$ cat src/rtl/case_value_encoder_pkg.sv
// Shared constants and types for the case-value re-encoder.
// The optional CASE_VALUE_ENCODER_STATS_EN build adds miss/dup statistics in the top.
package case_enc_pkg;

    localparam logic [7:0] VAL_A   = 8'h00;
    localparam logic [7:0] VAL_B   = 8'h11;
    localparam logic [7:0] VAL_DUP = 8'h22;
    localparam logic [7:0] VAL_DEF = 8'hFF;

    localparam logic [1:0] SEL_A    = 2'b00;
    localparam logic [1:0] SEL_B    = 2'b01;
    localparam logic [1:0] SEL_DEF  = 2'b10;
    localparam logic [1:0] SEL_MISS = 2'b11;

    typedef logic [0:0] state_t;
    localparam state_t RUN  = 1'b0;
    localparam state_t HALT = 1'b1;

    typedef struct packed {
        logic [1:0] sel;
        logic       hit;
        logic       dup;
    } enc_t;

    localparam int unsigned ENC_W = $bits(enc_t);

endpackage

$ cat src/rtl/case_value_encoder_fifo.sv
// Generic synchronous FIFO with occupancy count; DEPTH must be a power of two >= 2.
module case_enc_fifo #(
    parameter int unsigned WIDTH = 4,
    parameter int unsigned DEPTH = 2
) (
    input  logic                     clk,
    input  logic                     rst,
    input  logic                     push,
    input  logic                     pop,
    input  logic [WIDTH-1:0]         wdata,
    output logic [WIDTH-1:0]         rdata,
    output logic                     full,
    output logic                     empty,
    output logic [$clog2(DEPTH):0]   count
);

    localparam int unsigned AW = $clog2(DEPTH);
    localparam int unsigned CW = AW + 1;

    logic [WIDTH-1:0] mem [DEPTH];
    logic [AW-1:0]    wr_ptr;
    logic [AW-1:0]    rd_ptr;
    logic             do_push;
    logic             do_pop;

    assign full    = (count == CW'(DEPTH));
    assign empty   = (count == '0);
    assign do_pop  = pop & ~empty;
    // A push into a full FIFO is only legal when the head leaves on the same edge.
    assign do_push = push & (~full | do_pop);
    assign rdata   = mem[rd_ptr];

    always_ff @(posedge clk) begin
        if (rst) begin
            wr_ptr <= '0;
            rd_ptr <= '0;
            count  <= '0;
        end else begin
            if (do_push) wr_ptr <= wr_ptr + AW'(1);
            if (do_pop)  rd_ptr <= rd_ptr + AW'(1);
            case ({do_push, do_pop})
                2'b10:   count <= count + CW'(1);
                2'b01:   count <= count - CW'(1);
                default: count <= count;
            endcase
        end
    end

    always_ff @(posedge clk) begin
        if (do_push) mem[wr_ptr] <= wdata;
    end

endmodule

$ cat src/rtl/case_value_encoder.sv
// Re-encodes decoded 8-bit case values to their 2-bit selector, flagging shadowed and default arms.
// Define CASE_VALUE_ENCODER_STATS_EN to add saturating miss_cnt / dup_cnt statistics ports.
module case_value_encoder
    import case_enc_pkg::*;
#(
    parameter int unsigned FIFO_DEPTH   = 2,
    parameter bit          STOP_ON_MISS = 1'b0
`ifdef CASE_VALUE_ENCODER_STATS_EN
    ,
    parameter int unsigned CNT_W        = 16
`endif
) (
    input  logic             clk,
    input  logic             rst,
    input  logic             in_valid,
    output logic             in_ready,
    input  logic [7:0]       in_data,
    output logic             out_valid,
    input  logic             out_ready,
    output logic [1:0]       out_sel,
    output logic             out_hit,
    output logic             out_dup,
    output logic             halted,
    input  logic             clr
`ifdef CASE_VALUE_ENCODER_STATS_EN
    ,
    output logic [CNT_W-1:0] miss_cnt,
    output logic [CNT_W-1:0] dup_cnt
`endif
);

    // First match wins, mirroring the decoder's case priority; X/Z falls to the default arm.
    function automatic enc_t encode(input logic [7:0] v);
        enc_t r;
        r.sel = SEL_MISS;
        r.hit = 1'b0;
        r.dup = 1'b0;
        case (v)
            VAL_A:   begin r.sel = SEL_A; r.hit = 1'b1; end
            VAL_B:   begin r.sel = SEL_B; r.hit = 1'b1; end
            VAL_DUP: begin r.sel = SEL_B; r.dup = 1'b1; end
            VAL_DEF: r.sel = SEL_DEF;
            default: r.sel = SEL_MISS;
        endcase
        return r;
    endfunction

    state_t                     state;
    state_t                     state_nxt;
    enc_t                       enc;
    enc_t                       head;
    logic                       accept;
    logic                       pop;
    logic                       miss;
    logic                       fifo_full;
    logic                       fifo_empty;
    logic [$clog2(FIFO_DEPTH):0] unused_fifo_count;

    assign enc       = encode(in_data);
    assign miss      = (enc.sel == SEL_MISS);
    assign out_valid = ~fifo_empty;
    assign pop       = out_valid & out_ready;
    assign in_ready  = ~rst & (state == RUN) & (~fifo_full | pop);
    assign accept    = in_valid & in_ready;
    assign halted    = (state == HALT);

    assign out_sel = out_valid ? head.sel : 2'b00;
    assign out_hit = out_valid & head.hit;
    assign out_dup = out_valid & head.dup;

    case_enc_fifo #(
        .WIDTH (ENC_W),
        .DEPTH (FIFO_DEPTH)
    ) u_fifo (
        .clk   (clk),
        .rst   (rst),
        .push  (accept),
        .pop   (pop),
        .wdata (enc),
        .rdata (head),
        .full  (fifo_full),
        .empty (fifo_empty),
        .count (unused_fifo_count)
    );

    always_ff @(posedge clk) begin
        if (rst) state <= RUN;
        else     state <= state_nxt;
    end

    // Halt is decided on the accepted value, so a same-cycle clr cannot cancel it.
    always_comb begin
        state_nxt = state;
        case (state)
            RUN:     if (accept && miss && STOP_ON_MISS) state_nxt = HALT;
            HALT:    if (clr) state_nxt = RUN;
            default: state_nxt = RUN;
        endcase
    end

`ifdef CASE_VALUE_ENCODER_STATS_EN
    // Saturating statistics; clr clears them regardless of FSM state.
    always_ff @(posedge clk) begin
        if (rst || clr) begin
            miss_cnt <= '0;
            dup_cnt  <= '0;
        end else begin
            if (accept && miss && (miss_cnt != '1))    miss_cnt <= miss_cnt + CNT_W'(1);
            if (accept && enc.dup && (dup_cnt != '1))  dup_cnt  <= dup_cnt + CNT_W'(1);
        end
    end
`endif

endmodule
$ cat config.mk
export PLATFORM = sky130hd
export DESIGN_NAME = case_value_encoder
export DESIGN_NICKNAME = d
export VERILOG_FILES = /design/src/rtl/case_value_encoder_pkg.sv /design/src/rtl/case_value_encoder_fifo.sv /design/src/rtl/case_value_encoder.sv
export SDC_FILE = /design/constraint.sdc
export NUM_CORES = 1
export LEC_CHECK = 0
export CORE_MARGIN = 3
export CORE_UTILIZATION = 47
export DETAILED_ROUTE_END_ITERATION = 7
export GPL_TIMING_DRIVEN = 0
export PLACE_DENSITY = 0.81
export SKIP_LAST_GASP = 1
export SLEW_MARGIN = 20
export SYNTH_ARGS = -nofsm -noshare
export SYNTH_HDL_FRONTEND = slang
export SYNTH_SLANG_ARGS = --single-unit
$ cat constraint.sdc
create_clock -name clk -period 4.5 [get_ports clk]
set_input_delay 0.675 -clock clk [delete_from_list [all_inputs] [get_ports clk]]
set_output_delay 0.675 -clock clk [all_outputs]
set_load 0.01 [all_outputs]
==> out/results.ini, run 1 <==
[status]
outcome=finished clean

[clocking]
root_buffer=clkbuf_4
cts_setup_buffers=0
cts_resized=0
cts_buffer_depth=2
htreeDepth=1
cts_inserted_buffers=3
clock_sinks=14
tritoncts=done
clk_latency_ps=270
clk_pin_slew_worst_paths_ps=80
ctsHoldBuffers=0

[worst_setup_path]
setup.worst_path.start_class=primary input
r2r-start=u_fifo.count[0]
worstSetupEndpoint=in_ready
worstPathMaxFanout=8
cpPeakStageDelay_ps=580
cp.required_ps=3830
worstSetupPathType=in2out
path_cells=clkdlybuf4s50_1, nor3_1, clkdlybuf4s50_1
cp.depth=3
r2r-end=u_fifo.count[1]
crit_buf_inv=2
crit_path_frequent_cell=clkdlybuf4s50_1
cp.arrival_ps=2070
cp_top_family=buffers and inverters
r2r_cells=5
crit_start=rst
cpMaxStageDelayCell=clkdlybuf4s50_1
ff2ff_setup_slack_ps=2560
cp-end-kind=primary output

[routing]
vias_per_cell=5.19
wl_per_cell_um=11.3
drtIter0Drc=1
drt_wl_total_mm=1.08
drc_errors=0
via_count=498
drt_pre_antenna_iters=2
ant_nets=0

[timing]
tightest_slew_ps=437
setup_viol=0
fin_crit_sh_pct=60.9
slew_viol_final=0
fin_skew_ps=2.36
rsz0062_at_grt=false
relSlewSlack_pct=70.6
worst_slack_ps=1760
clock.fmax_mhz=365
hold_viol=0
period_needed_ps=2740
tns_ps=0

[floorplanning]
ioPinCount=20
die_h_um=42.9
start_util_pct=53.9
die_w_um=42.9
core_area_um2=1190
fp-row-count=12
die-area_um2=1840

[global_routing]
first_global_vias=529
grt_pass1_wl_mm=2.01
grt_antenna_before_repair=0
grt_max_degree=9
grt_overflow_total=0
grtUsageTotal_pct=14.7

[pwr]
pwr-share-seq_pct=42.1
comb_power_share_pct=40.1
p_sw_mw=0.119
leakage_nw=0.311
swShare_pct=30.3
max-vdd-ir-drop_mv=0.187
powerDensity_nw_per_um2=451
power.internal_mw=0.274
pwr-share-clk_pct=17.8

[final_layout]
layout.nets=97
drive_gt1_share_pct=7.32
syn_to_final_growth_pct=36.6
insertedDiodeCount=0

[synthesis]
ys_ff_latch=14
synth_area_um2=639
synth_nets=73
synthArstFlopShare_pct=0
yosys_warnings=0
synth-seq-area-share_pct=56.4
synth.top_cells.by_count=11 x nor2_1, 8 x edfxtp_1, 6 x dfxtp_1, 5 x mux2i_1
synth_cell_type_count=23
synth.area.top_cells=edfxtp_1 38%, dfxtp_1 19%, mux2i_1 7.8%
synth_area_leader_cell=edfxtp_1
synth_most_common_cell=nor2_1
synth-main-ff-cell=edfxtp_1
netlist_instances=59
synth_top_area_share_pct=37.6
synth_area_per_cell_um2=10.8
synth_enable_flop_cells=8

[place]
gp_congestion=0.657
dpl_worst_slack_ps=1760
io_buffer_count=19
dp_hpwl_um=886

[worst_hold_path]
hp-class=reg2reg

[run]
cap_violations=0

worst min-delay path by stage:
stage / startpoint / end / slack (ps) / depth (start not counted)
3_3_place_gp: u_fifo.wr_ptr / u_fifo.wr_ptr / 460 / 1
3_5_place_dp: u_fifo.wr_ptr / u_fifo.wr_ptr / 470 / 1
4_1_cts: u_fifo.wr_ptr / u_fifo.wr_ptr / 490 / 1
6_report: u_fifo.wr_ptr / u_fifo.wr_ptr / 490 / 1
5_1_grt: u_fifo.wr_ptr / u_fifo.wr_ptr / 500 / 1
2_1_floorplan: u_fifo.wr_ptr / u_fifo.wr_ptr / 450 / 1
area by class of cell:
type,count,area (um^2)
Tap cell,14,17.5
Timing Repair Buffer,19,190
Clock buffer,4,26.3
Fill cell,97,313
Multi-Input combinational cell,42,268
Sequential cell,14,360
Buffer,1,3.75
Inverter,2,7.51
flip-flops by register name (all words and copies together) (netlist names), named ones only:
register,cells
u_fifo.count,2
halted,1
u_fifo.wr_ptr,1
u_fifo.rd_ptr,1
u_fifo.mem,8
layer usage:
layer | share of wire [%] | global-route usage [%] | vias up
met3 | 5.4 | 2.54 | 4
met5 | 0 | 0 | -
met1 | 42 | 15.3 | 218
li1 | - | - | 258
met4 | 3.4 | 12.4 | 0
met2 | 49 | 25.1 | 18
kinds of logic after synthesis:
logic type               after synthesis  share of synthesized area, %
buffers and inverters                  3                          1.76
XOR/XNOR                               3                          4.11
multiplexers                           5                          7.83
flip-flops                            14                          56.4
AO/OA/AOI/OAI                          7                          6.26
adder cells (fa/ha/maj)                1                          1.96
AND/OR/NAND/NOR                       26                          21.7
layout by cell type, fill, tap and decap left out:
| cell | instances |
|---|---|
| and3_1 | 1 |
| edfxtp_1 | 8 |
| nor4b_1 | 1 |
| or3_1 | 1 |
| nor4_1 | 1 |
| nand4_1 | 1 |
| dfxtp_1 | 6 |
| or4b_4 | 1 |
| o21ai_0 | 3 |
| nand2_1 | 3 |
| or2_2 | 2 |
| ha_1 | 1 |
| nor2_1 | 11 |
| clkbuf_4 | 3 |
| nor3_1 | 1 |
| clkdlybuf4s50_1 | 19 |
| inv_1 | 2 |
| a21oi_1 | 3 |
| nor3b_1 | 2 |
| xnor2_1 | 1 |
| xor2_1 | 2 |
| o32a_1 | 1 |
| mux2i_1 | 5 |
| clkbuf_1 | 2 |
| nand2b_1 | 1 |
power groups by stage:
stage,clock (mW),sequential [mW],combinational (mW)
finish,0.0702,0.166,0.158
global route,0.0770,0.170,0.176
CTS,0.0723,0.166,0.159
detailed placement,0,0.169,0.158
global placement,0,0.168,0.155
floorplan,0,0.166,0.0870
per-stage QoR:
| step | cells | hold WS (ps) | utilization [%] | total power [mW] | area [um^2] |
|---|---|---|---|---|---|
| CTS | 96 | 489 | 73.6 | 0.398 | 873 |
| detailed placement | 92 | 474 | 71.4 | 0.327 | 847 |
| floorplan | 59 | 446 | - | 0.253 | 639 |
| finish | 96 | 485 | 73.6 | 0.394 | 873 |
| global route | 96 | 504 | 73.6 | 0.423 | 873 |
| global placement | 92 | 465 | 71.4 | 0.323 | 847 |
(Power assumes the default switching activity.)
==> run 2, diff against run 1 <==
- CORE_UTILIZATION: 47 -> 43
- PLACE_DENSITY: 0.81 -> 0.75
- clock period: 4.5 -> 2.58 ns (I/O delays scaled with it)
==> run 2 against run 1 <==
  * Non-clock buffer count stayed put
  * Design area increased by 0.14%
  * Hold slack improved by 8.0 ps
  * Clock-buffer cell count down 1
  * Setup slack worse by 1300 ps
  * Global-route usage down 2.0 points
  * Sequential share of layout area shrank 0.059 points
  * Register-to-register slack worse by 1900 ps
  * Clock power rose by 72%
==> out/results.ini, run 2 (synthesized netlist as in run 1, its figures left out) <==
[global_routing]
grt_overflow_total=0  ; unchanged
first_global_vias=435  ; -18%
grtUsageTotal_pct=12.8  ; -2.0 points
grt_antenna_before_repair=0  ; unchanged
grt_max_degree=9  ; unchanged
grt_pass1_wl_mm=1.80  ; -10%

[routing]
drt_wl_total_mm=1.02  ; -5.6%
wl_per_cell_um=10.5  ; -6.6%
drt_pre_antenna_iters=5  ; +3
drc_errors=0  ; unchanged
vias_per_cell=5.05  ; -2.6%
via_count=490  ; -1.6%
ant_nets=0  ; unchanged
drtIter0Drc=4  ; +3

[worst_setup_path]
cp-end-kind=flip-flop
crit_buf_inv=1  ; -1
cp_top_family=simple AND/OR/NAND/NOR gates
cp.depth=5  ; +2
setup.worst_path.start_class=primary input
cpMaxStageDelayCell=or4b_4
cp.arrival_ps=2370  ; +300 ps
ff2ff_setup_slack_ps=620  ; -1940 ps
r2r-start=u_fifo.count[0]
worstSetupEndpoint=u_fifo.count[1]
path_cells=clkdlybuf4s50_1, or4b_4, ha_1, or3_1, a21oi_1
r2r-end=u_fifo.count[1]
r2r_cells=5  ; unchanged
crit_start=rst
cpPeakStageDelay_ps=590  ; about the same
worstPathMaxFanout=8  ; unchanged
worstSetupPathType=in2reg
cp.required_ps=2780  ; -1050 ps

[place]
dp_hpwl_um=850  ; -4.1%
gp_congestion=0.666  ; +1.2%
placed_area_um2=848  ; +0.15%
dpl.cell_count=93  ; +1.1%
io_buffer_count=19  ; unchanged

[pwr]
powerDensity_nw_per_um2=779  ; +73%
leakage_nw=0.311  ; +0.12%
max-vdd-ir-drop_mv=0.327  ; +75%

[worst_hold_path]
hp-class=reg2reg

[clocking]
cts_buffer_depth=2  ; unchanged
cts_resized=0  ; unchanged
root_buffer=clkbuf_4
clk_pin_slew_worst_paths_ps=80  ; about the same
clock_sinks=14  ; unchanged
ctsHoldBuffers=0  ; unchanged
cts_setup_buffers=0  ; unchanged
tritoncts=done
cts_inserted_buffers=3  ; unchanged
htreeDepth=1  ; unchanged
clk_latency_ps=270  ; about the same

[final_layout]
stdcell_count=97  ; +1.0%
largest_reg_flops=8  ; unchanged
syn_to_final_growth_pct=36.8
drive_gt1_share_pct=7.32  ; unchanged
nFillCells=127  ; +31%
reg_top3=u_fifo.mem x8, u_fifo.count x2
regMostFlops=u_fifo.mem
insertedDiodeCount=0  ; unchanged
final_cell_mix=19 x clkdlybuf4s50_1, 11 x nor2_1, 8 x edfxtp_1, 6 x dfxtp_1, 5 x mux2i_1
stdcell_area_um2=875  ; +0.14%
layout.cells.most_common=clkdlybuf4s50_1
layout.nets=97  ; unchanged

[floorplanning]
start_util_pct=47.4  ; -6.5 points
die-area_um2=1990  ; +8.0%
die_w_um=44.6  ; +3.9%
die_h_um=44.6  ; +3.9%
core_area_um2=1350  ; +14%
fp-row-count=13  ; +1
ioPinCount=20  ; unchanged

[status]
outcome=finished clean

[timing]
tns_ps=0  ; unchanged
whs_ps=493  ; +7.98 ps
tightest_slew_ps=485  ; +47.4 ps
clock.fmax_mhz=462
rsz0062_at_grt=false
fin_skew_ps=1.37  ; -0.992 ps
fin_crit_sh_pct=84.0
period_needed_ps=2170
hold_viol=0  ; unchanged
slew_viol_final=0  ; unchanged
relSlewSlack_pct=67.4  ; -3.2 points
setup_viol=0  ; unchanged

[run]
cap_violations=0  ; unchanged

[run 2: changes by cell type in the layout (fill, tap and decap cells not counted)]
cell,change
clkbuf_1,-1
clkinv_1,+1
[run 2: layout make-up]
cell class / instances / area [um^2] / area share (%)
Sequential cell: 14 / 360 / 41.2
Multi-Input combinational cell: 42 / 268 / 30.6
Timing Repair Buffer: 19 / 190 / 21.7
Clock buffer: 3 / 22.5 / 2.58
Tap cell: 15 / 18.8 / 2.15
Inverter: 2 / 7.51 / 0.858
Clock inverter: 1 / 3.75 / 0.429
Buffer: 1 / 3.75 / 0.429
[run 2: worst min-delay path by stage]
stage          cells past startpoint           from             to
2_1_floorplan                      1  u_fifo.wr_ptr  u_fifo.wr_ptr
3_3_place_gp                       1  u_fifo.wr_ptr  u_fifo.wr_ptr
3_5_place_dp                       1  u_fifo.wr_ptr  u_fifo.wr_ptr
4_1_cts                            1  u_fifo.wr_ptr  u_fifo.wr_ptr
5_1_grt                            1  u_fifo.wr_ptr  u_fifo.wr_ptr
6_report                           1  u_fifo.wr_ptr  u_fifo.wr_ptr
[run 2: metal layers]
layer	routed length (um)	global-route usage, %
met2	514	22.3
met3	51	2.44
met1	442	13.5
met4	16	9.04
met5	0	0
[run 2: stage by stage]
stage	worst slack (ps)	utilization [%]	power [mW]
2_1_floorplan	778	-	0.441
3_3_place_gp	190	62.8	0.563
3_5_place_dp	127	62.8	0.570
4_1_cts	408	64.8	0.692
5_1_grt	297	64.8	0.731
6_report	414	64.8	0.681
[run 2: worst register-to-register path, delay by kind of cell, from the launching register on]
family | cells | cell delay (ps)
AO/OA/AOI/OAI | 1 | 160
adder cells (fa/ha/maj) | 1 | 330
flip-flops | 1 | 420
AND/OR/NAND/NOR | 3 | 980
[run 2: report_power, final]
part	total [mW]	leakage, nW	internal, mW	switching [mW]
Clock	0.121	0.0154	0.0560	0.0646
Sequential	0.288	0.114	0.266	0.0218
Combinational	0.273	0.182	0.152	0.120
==> run 3, diff against run 2 <==
- clock period: 2.58 -> 2.2 ns (I/O delays scaled with it)
==> run 3 against run 2 <==
  * Non-clock buffer count unchanged
  * Core utilization up 0.19 points
  * Clock power grew 17%
  * Hold slack worse by 83 ps
  * Global-route usage stayed put
  * Via count increased by 0.41%
  * Clock-buffer cell count unchanged
  * Routed wire length about the same
  * Die area stayed put
  * Setup slack got worse by 250 ps
  * First-iteration DRC count unchanged
==> out/results.ini, run 3 (synthesized netlist as in run 1, its figures left out) <==
[final_layout]
multi_input_area_um2=268  ; unchanged
syn_to_final_growth_pct=37.2
seq_area_um2=360  ; unchanged
nFillCells=126  ; -0.79%
insertedDiodeCount=0  ; unchanged
regMostFlops=u_fifo.mem
drive_gt1_share_pct=7.32  ; unchanged
reg_top3=u_fifo.mem x8, u_fifo.count x2
stdcell_count=97  ; unchanged
largest_reg_flops=8  ; unchanged
final_cell_mix=18 x clkdlybuf4s50_1, 11 x nor2_1, 8 x edfxtp_1, 6 x dfxtp_1, 5 x mux2i_1
layout.cells.most_common=clkdlybuf4s50_1
layout.nets=97  ; unchanged

[clocking]
ctsHoldBuffers=0  ; unchanged
cts_inserted_buffers=3  ; unchanged
clk_pin_slew_worst_paths_ps=80  ; about the same
root_buffer=clkbuf_4
clk_latency_ps=270  ; about the same
cts_buffer_depth=2  ; unchanged
tritoncts=done
clock_sinks=14  ; unchanged
htreeDepth=1  ; unchanged

[pwr]
comb_power_share_pct=40.0  ; about the same
power.internal_mw=0.557  ; +17%
pwr-share-clk_pct=17.7  ; about the same
pwr-share-seq_pct=42.3  ; about the same
p_sw_mw=0.242  ; +17%
powerDensity_nw_per_um2=911  ; +17%
swShare_pct=30.3  ; about the same
max-vdd-ir-drop_mv=0.383  ; +17%
leakage_nw=0.320  ; +2.9%
total_power_mw=0.799  ; +17%

[timing]
tightest_slew_ps=484  ; -0.517 ps
relSlewSlack_pct=67.4  ; about the same
period_needed_ps=2040
tns_ps=0  ; unchanged
whs_ps=410  ; -83.1 ps
rsz0062_at_grt=false
worst_slack_ps=161  ; -253 ps
slew_viol_final=0  ; unchanged
fin_skew_ps=1.56  ; +0.188 ps
clock.fmax_mhz=490
setup_viol=0  ; unchanged
fin_crit_sh_pct=92.7
hold_viol=0  ; unchanged

[place]
gp_congestion=0.666  ; unchanged
dpl_worst_slack_ps=-196  ; -323 ps
dp_hpwl_um=850  ; unchanged
dpl.cell_count=93  ; unchanged
io_buffer_count=19  ; unchanged

[floorplanning]
start_util_pct=47.4  ; unchanged
ioPinCount=20  ; unchanged
fp-row-count=13  ; unchanged
core_area_um2=1350  ; unchanged
die-area_um2=1990  ; unchanged
die_h_um=44.6  ; unchanged
die_w_um=44.6  ; unchanged

[worst_setup_path]
cpMaxStageDelayCell=or4b_4
ff2ff_setup_slack_ps=240  ; -380 ps
crit_buf_inv=1  ; unchanged
worstSetupPathType=in2reg
cpPeakStageDelay_ps=510  ; -80 ps
worstPathMaxFanout=3  ; -5
cp-end-kind=flip-flop
cp.required_ps=2400  ; -380 ps
path_cells=clkdlybuf4s50_1, nor3b_1, or4b_4, ha_1, or3_1, a21oi_1
cp_top_family=simple AND/OR/NAND/NOR gates
cp.arrival_ps=2240  ; -130 ps
setup.worst_path.start_class=primary input

[routing]
via_count=492  ; +0.41%
drt_wl_total_mm=1.02  ; about the same
drtIter0Drc=4  ; unchanged
dr_wl_met2_um=512  ; -0.39%
vias_per_cell=5.07  ; +0.41%
ant_nets=0  ; unchanged
drt_pre_antenna_iters=6  ; +1
wl_met3_um=51  ; unchanged
wl_per_cell_um=10.5  ; about the same
drc_errors=0  ; unchanged
wl_met1_um=441  ; -0.23%
routed.top_layer=met4

[global_routing]
first_global_vias=435  ; unchanged
grt_overflow_total=0  ; unchanged
grtUsageTotal_pct=12.8  ; unchanged
grt_antenna_before_repair=0  ; unchanged
grt_max_degree=9  ; unchanged
grt_pass1_wl_mm=1.80  ; unchanged

[worst_hold_path]
hp-class=in2reg

[run]
cap_violations=0  ; unchanged

[status]
outcome=finished clean

run 3: through the flow:
step,area (um^2),utilization [%]
floorplan,639,-
detailed placement,848,62.8
CTS,875,64.8
global route,877,65.0
finish,877,65.0
global placement,848,62.8
run 3: worst register-to-register path: cells and delay by family (launching register included):
family | cells | cell delay, ps
and+or+nand+nor | 3 | 980
DFF | 1 | 420
adders and majority gates | 1 | 330
AOI/OAI and AO/OA | 1 | 160
run 3: layout make-up:
class / count / area share [%]
tap: 15 / 2.14
multi-input combinational: 42 / 30.5
sequential: 14 / 41.1
inverter: 2 / 0.856
clock inverter: 1 / 0.428
buffer: 1 / 0.428
timing repair buffer: 19 / 22.0
clock buffer: 3 / 2.57
run 3: what timing repair did:
item,CTS,global route
setup buffers,0,0
setup endpoints to repair,0,1
gates resized for setup,0,1
run 3: path summary, 6_finish.rpt:
path	start	end	cells past startpoint
setup reg to reg	u_fifo.count[0]	u_fifo.count[1]	5
setup / recovery	out_ready	u_fifo.count[1]	6
hold / removal	rst	u_fifo.count[0]	2
hold reg to reg	u_fifo.wr_ptr	u_fifo.wr_ptr	1
run 3: per-layer routing:
metal / GRT usage (%) / up-vias
met5: 0 / -
met4: 9.04 / 0
li1: - / 262
met3: 2.44 / 2
met2: 22.3 / 14
met1: 13.5 / 214
run 3: power groups by stage:
stage,Sequential [mW],Clock [mW],Combinational (mW)
after floorplan,0.339,0,0.178
after global placement,0.342,0,0.318
after detailed placement,0.344,0,0.324
after CTS,0.338,0.148,0.325
after global routing,0.342,0.155,0.360
final,0.338,0.141,0.320
